[src/rtl/aud_voice_mixer.sv]
// Per-voice sample store, tick-driven snapshot, serial sum, shift-gain and saturation to one AXI-Stream sample.
// Tick at edge E0 gives m_axis_tvalid after edge E(NUM_VOICES+1); output holds until accepted, input always ready.
module aud_voice_mixer #(
  parameter int NUM_VOICES = 8,
  parameter int SAMPLE_W   = 16,
  parameter int OUT_W      = 16,
  parameter int GAIN_SHIFT = 3
) (
  input  logic                  axi_clk,
  input  logic                  reset,
  input  logic                  sample_tick,
  input  logic [NUM_VOICES-1:0] voice_mask,
  input  logic [31:0]           s_axis_tdata,
  input  logic [2:0]            s_axis_tid,
  input  logic                  s_axis_tvalid,
  output logic                  s_axis_tready,
  output logic [OUT_W-1:0]      m_axis_tdata,
  output logic                  m_axis_tvalid,
  input  logic                  m_axis_tready,
  output logic                  overrun,
  input  logic                  clear_overrun
);

  localparam int ACC_W = SAMPLE_W + 3;
  localparam int IDX_W = $clog2(NUM_VOICES) + 1;

  localparam logic signed [ACC_W-1:0] SAT_MAX = {{(ACC_W-OUT_W+1){1'b0}}, {(OUT_W-1){1'b1}}};
  localparam logic signed [ACC_W-1:0] SAT_MIN = {{(ACC_W-OUT_W+1){1'b1}}, {(OUT_W-1){1'b0}}};

  typedef enum logic [1:0] {IDLE, SUM, OUT} state_t;

  state_t                     state_q;
  logic signed [SAMPLE_W-1:0] voice_q [NUM_VOICES];
  logic signed [SAMPLE_W-1:0] voice_d [NUM_VOICES];
  logic signed [SAMPLE_W-1:0] snap_q  [NUM_VOICES];
  logic [IDX_W-1:0]           idx_q;
  logic signed [ACC_W-1:0]    acc_q;
  logic signed [ACC_W-1:0]    acc_d;
  logic signed [ACC_W-1:0]    shifted;
  logic [OUT_W-1:0]           sat_d;
  logic [OUT_W-1:0]           tdata_q;
  logic                       tvalid_q;
  logic                       overrun_q;
  logic                       overrun_d;
  logic signed [SAMPLE_W-1:0] cur_sample;

  // Next voice values; the tick snapshot reads these so a same-cycle beat is written through.
  always_comb begin
    for (int v = 0; v < NUM_VOICES; v++) begin
      voice_d[v] = voice_q[v];
      if (s_axis_tvalid && (s_axis_tid == 3'(v)))
        voice_d[v] = s_axis_tdata[SAMPLE_W-1:0];
    end
  end

  always_comb begin
    cur_sample = '0;
    for (int v = 0; v < NUM_VOICES; v++) begin
      if (idx_q == IDX_W'(v))
        cur_sample = snap_q[v];
    end
  end

  assign acc_d   = acc_q + signed'({{3{cur_sample[SAMPLE_W-1]}}, cur_sample});
  assign shifted = acc_q >>> GAIN_SHIFT;

  always_comb begin
    sat_d = shifted[OUT_W-1:0];
    if (shifted > SAT_MAX)
      sat_d = SAT_MAX[OUT_W-1:0];
    else if (shifted < SAT_MIN)
      sat_d = SAT_MIN[OUT_W-1:0];
  end

  // A busy tick sets overrun even when clear_overrun pulses in the same cycle.
  assign overrun_d = (overrun_q & ~clear_overrun) | (sample_tick & (state_q != IDLE));

  always_ff @(posedge axi_clk) begin
    if (reset) begin
      state_q   <= IDLE;
      idx_q     <= '0;
      acc_q     <= '0;
      tdata_q   <= '0;
      tvalid_q  <= 1'b0;
      overrun_q <= 1'b0;
      for (int v = 0; v < NUM_VOICES; v++) begin
        voice_q[v] <= '0;
        snap_q[v]  <= '0;
      end
    end else begin
      overrun_q <= overrun_d;
      for (int v = 0; v < NUM_VOICES; v++)
        voice_q[v] <= voice_d[v];
      case (state_q)
        IDLE: begin
          if (sample_tick) begin
            for (int v = 0; v < NUM_VOICES; v++)
              snap_q[v] <= voice_mask[v] ? voice_d[v] : '0;
            acc_q   <= '0;
            idx_q   <= '0;
            state_q <= SUM;
          end
        end
        SUM: begin
          // One extra cycle past the last voice lets the final sum settle before it is scaled.
          if (idx_q == IDX_W'(NUM_VOICES)) begin
            tdata_q  <= sat_d;
            tvalid_q <= 1'b1;
            state_q  <= OUT;
          end else begin
            acc_q <= acc_d;
            idx_q <= idx_q + 1'b1;
          end
        end
        OUT: begin
          if (m_axis_tready) begin
            tvalid_q <= 1'b0;
            state_q  <= IDLE;
          end
        end
        default: state_q <= IDLE;
      endcase
    end
  end

  assign s_axis_tready = ~reset;
  assign m_axis_tdata  = tdata_q;
  assign m_axis_tvalid = tvalid_q;
  assign overrun       = overrun_q;

endmodule

[config.mk]
export PLATFORM = sky130hd
export DESIGN_NAME = aud_voice_mixer
export DESIGN_NICKNAME = d
export VERILOG_FILES = /design/src/rtl/aud_voice_mixer.sv
export SDC_FILE = /design/constraint.sdc
export NUM_CORES = 1
export LEC_CHECK = 0
export BUFFER_PORTS_ARGS = -buffer_cell sky130_fd_sc_hd__buf_2
export CAP_MARGIN = 0
export CORE_UTILIZATION = 24
export CTS_CLUSTER_DIAMETER = 30
export DETAILED_ROUTE_END_ITERATION = 10
export GPL_ROUTABILITY_DRIVEN = 0
export GPL_TIMING_DRIVEN = 0
export PLACE_DENSITY = 0.49
export SYNTH_ARGS = -nofsm -noshare
export SYNTH_HDL_FRONTEND = slang
export SYNTH_SLANG_ARGS = --single-unit
[constraint.sdc]
create_clock -name axi_clk -period 10.47 [get_ports axi_clk]
set_input_delay 2.6175 -clock axi_clk [delete_from_list [all_inputs] [get_ports axi_clk]]
set_output_delay 2.6175 -clock axi_clk [all_outputs]
set_load 0.02 [all_outputs]
* Word-level counts from Yosys, hierarchy flattened
Memory sizes are Yosys's and may differ from the RTL's. Cells that the tools add are included.
Operators by class: $add $sub $neg 2, order comparisons 2, eq/ne operators 21, multiplexer cells 62, bitwise operators 21, reduce and logical (&&, ||, !) cells 18
Operator list (number):
- 2-to-1 mux 16 bit | 42
- 2-to-1 mux 19 bit | 2
- case mux 19 bit (2 select lines) | 1
- adder 19 x 16 -> 19 bit | 1
- bitwise OR 1 bit | 17
- == test 4 x 3 -> 1 bit, second input constant | 4
- greater-than comparator 16 bit, second input constant | 1
- less-than comparator 16 bit, second input constant | 1
- == test 3 bit, second input constant | 4
- 2-to-1 mux 1 bit | 9
- AND reduction 3 bit | 3
- == test 4 x 2 -> 1 bit, second input constant | 2
- logical AND 1 bit | 8
- 2-to-1 mux 4 bit | 2
- != test 2 bit, second input constant | 4
- case mux 4 bit (2 select lines) | 1
- == test 3 x 2 -> 1 bit, second input constant | 2
- 2-to-1 mux 2 bit | 3
- case mux 2 bit (3 select lines) | 1
- nonzero test 2 bit | 3
- adder 4 x 1 -> 4 bit, second input constant | 1
- == test 4 x 1 -> 1 bit, second input constant | 1
- == test 4 bit, second input constant | 1
- zero test 4 bit | 1
- 9 further kinds | 11
Word-level totals: register bits 43, RAM bits 256, word-level logic and storage cells 134, memories 2
Memories:
- snap_q | depth 8, bits a word 16, rd ports 8, clocked after memory_dff 0, write ports 8, RTL line 35 | logic signed [SAMPLE_W-1:0] snap_q [NUM_VOICES];
- voice_q | depth 8, bits a word 16, rd ports 8, clocked after memory_dff 0, write ports 8, RTL line 33 | logic signed [SAMPLE_W-1:0] voice_q [NUM_VOICES];

* Logic depth before layout (Yosys ltp)
word-level depth 12, gate-level depth with buffers 22, mapped depth without buffers 20

* Worst setup path before layout
Ideal clock, no wire load.
kind input-to-reg, start point input reset, end point memory snap_q[0][0] (enable), setup time 494 ps, data arrival time 5761 ps, setup slack 4215 ps, stages on the path 3, path buffers 1, cells stage by stage clkbuf_1 -> inv_1 -> nand2_1
RTL lines:
- start: declaration | RTL line 10 | input logic reset,
- end: declaration | RTL line 35

* Final worst setup path
start point input reset, end point output s_axis_tready
On the way: longest elaborated chain between the ends 1
Ends and longest elaborated chain:
- NOT 1 bit | RTL line 126 | assign s_axis_tready = ~reset;
- end: declaration | RTL line 16 | output logic s_axis_tready,
Every way passes these cells.

==> run_results.csv <==
group,metric,value,unit
layout,seq_area,0.00727,mm^2
sta,setup_ws,4.39,ns
die,rows,83,
layout,multiInputGateArea,0.00486,mm^2
die,start_util,0.243,
logic_synthesis,synth_top_area_frac,0.308,
logic_synthesis,synth_flop_cell,"dfxtp_1",
grt,grt_pass1_vias,9504,
power_and_ir_drop,p_clk_frac,0.601,
critical_path,path_max_fanout,8,
power_and_ir_drop,seq_power_share,0.345,
layout,fillers,5346,
logic_synthesis,syn_inst,1234,
logic_synthesis,yosys-top-cells-area,"edfxtp_1 31%, dfxtp_1 27%, mux2i_1 7.8%, nor2_1 7.5%, nand2_1 4.8%",
hold_path,holdPathStages,2,
sta,fin_skew,0.0226,ns
critical_path,cp-start-kind,"input pin",
hold_path,holdCritStartpoint,"m_axis_tdata[15]",
sta,rsz0062_at_grt,"no",
clock_network,holdBufCountCts,0,
clock_network,htree_levels,3,
place,portBuffers,32,
sta,setup_viol,0,
logic_synthesis,ys.warnings.count,0,
routing,vias,9359,
die,die_y,230,um
routing,drc,0,
logic_synthesis,synth_seq_cells,299,
routing,drtAntennaViolNets,0,
grt,antenna_found_initial,1,
logic_synthesis,async_reset_ff_frac,0,
sta,hold_viol_final,0,
critical_path,path_class,"in -> out",
power_and_ir_drop,vdd_drop_max,0.112,mV
logic_synthesis,synthDistinctLibCells,53,
power_and_ir_drop,power.switching,0.851,mW
critical_path,end_kind,"output pin",
routing,wire_per_inst,16.6,um
sta,min_period,6.08,ns
place,dp_hpwl,24.6,mm
logic_synthesis,synth_edf_count,128,
status,status,"finished clean",
clock_network,worstSkewPairLatency,0.58,ns
power_and_ir_drop,swShare,0.229,
layout,syn2layout_area_growth,28.6,%
critical_path,arrival,3.46,ns
clock_network,cts_setup_buffers,0,
routing,drt_iter0_markers,522,
sta,slew_viol_final,0,
critical_path,r2r_cells,20,
sta,relSlewSlack,0.121,
logic_synthesis,yosys.area.top_type,"edfxtp_1",
routing,via_per_inst,4.49,
critical_path,critPathRequiredTime,7.85,ns
grt,grt_pass1_wl,53.6,mm
sta,max_slew.worst_pin.slew,1.31,ns
die,die_x,230,um
grt,grt_max_degree,66,
logic_synthesis,syn_area,0.0125,mm^2
sta,finalSetupTns,0,ns
sta,fin_crit_sh,0.581,
hold_path,min_to,"m_axis_tdata[15]",
critical_path,r2r-start,"idx_q[0]",
power_and_ir_drop,finalPower,3.72,mW
critical_path,crit_start,"reset",
critical_path,ff2ff_setup_slack,4.77,ns
die,core_area,0.0513,mm^2
critical_path,rr_endpoint,"acc_q[18]",
clock_network,clock-sinks,299,
logic_synthesis,synth_commonest_cells,"248 x nor2_1, 171 x dfxtp_1, 160 x nand2_1, 128 x edfxtp_1, 97 x mux2i_1",
run,maxCapViolations,0,
sta,max_freq,164,MHz
logic_synthesis,syn_area_per_cell,10.1,um^2
logic_synthesis,synth_most_common_cell,"nor2_1",
grt,grt_use_total,0.132,
clock_network,cts_root_buffer,"clkbuf_16",
logic_synthesis,ys_seq_area_frac,0.582,
clock_network,clockBufferDepth,3,
layout,num_antenna_cells,0,
clock_network,cts_tree,"built",
layout,nets,1417,
power_and_ir_drop,p_leak,6.13,nW
die,top_level_ports,68,
routing,drtPass1Iterations,5,
clock_network,clk_pin_slew,0.04,ns
power_and_ir_drop,powerDensity,232,mW/mm^2
hold_path,hold_class,"reg -> reg",
place,place_ws,4.37,ns
logic_synthesis,synth_nets,1307,
clock_network,cts_resized,0,
clock_network,numCtsBuffers,74,
layout,layout-drive-gt1-share,0.119,
routing,postRouteWirelength,34.6,mm
layout,postLayoutCoreUtil,0.313,
die,fp.dieArea,0.0529,mm^2
power_and_ir_drop,combPwrFrac,0.054,
power_and_ir_drop,intPower,2.87,mW
grt,overflow,0,
==> cells in the final DEF (no fill, tap or decap), types with 22 or more instances in the layout <==
cell	count
nand2_1	159
clkbuf_16	75
a21oi_1	80
ha_1	23
buf_2	35
a221oi_1	32
nor3_1	23
clkbuf_1	92
and2_1	35
mux2i_1	97
edfxtp_1	128
dfxtp_1	171
nand3_1	22
nor2_1	248
==> power groups by stage <==
| stage | Clock, mW | Combinational, mW | Sequential [mW] |
|---|---|---|---|
| after global placement | 0 | 0.199 | 1.31 |
| after floorplan | 0 | 0.132 | 1.30 |
| after detailed placement | 0 | 0.205 | 1.30 |
| after CTS | 2.27 | 0.206 | 1.28 |
| final | 2.23 | 0.202 | 1.28 |
| after global routing | 2.34 | 0.223 | 1.28 |
==> metal layers <==
| metal | track usage | routed length (um) | vias to the layer above |
|---|---|---|---|
| li1 | - | - | 4568 |
| met2 | 0.211 | 15900 | 186 |
| met1 | 0.170 | 16100 | 4522 |
| met4 | 0.0584 | 1020 | 2 |
| met3 | 0.0295 | 1520 | 81 |
| met5 | 0 | 9 | - |
==> worst max path at each step <==
stage / endpoint / depth (start not counted)
6_report: s_axis_tready / 3
5_1_grt: s_axis_tready / 3
4_1_cts: s_axis_tready / 3
3_5_place_dp: s_axis_tready / 3
3_3_place_gp: snap_q[0][27] / 3
2_1_floorplan: snap_q[0][0] / 3
==> layout make-up <==
cell class / instances / share of cell area
flip-flops and latches: 299 / 0.453
multi-input cells: 842 / 0.303
clock buffers: 96 / 0.126
well taps: 680 / 0.0530
clock inverters: 40 / 0.0293
plain buffers: 85 / 0.0206
repair buffers: 34 / 0.0134
inverters: 8 / 0.00187
==> sequential cells by signal, summed over array words and instances, names as in the netlist <==
name,count
m_axis_tvalid,1
overrun,1
m_axis_tdata,16
idx_q,4
state_q,2
acc_q,19
snap_q,128
voice_q,128
==> metrics by stage <==
stage	area [um^2]	hold slack [ns]	std cells
floorplan	12500	0.434	1234
CTS	16000	0.450	2084
finish	16000	0.448	2084
global route	16000	0.466	2084
global placement	13500	0.440	1946
detailed placement	13600	0.445	1948
==> worst max-delay path, stage by stage <==
cell and delay, ns:
clkbuf_1 0.41, inv_1 0.22, buf_2 0.21
==> kinds of logic after synthesis <==
family,synth area share
simple gates,0.184
flops,0.582
fa+ha+maj,0.0247
mux,0.0778
xor+xnor,0.00842
compound gates,0.0936
buf+inv,0.0289
(Power assumes the default switching activity.)
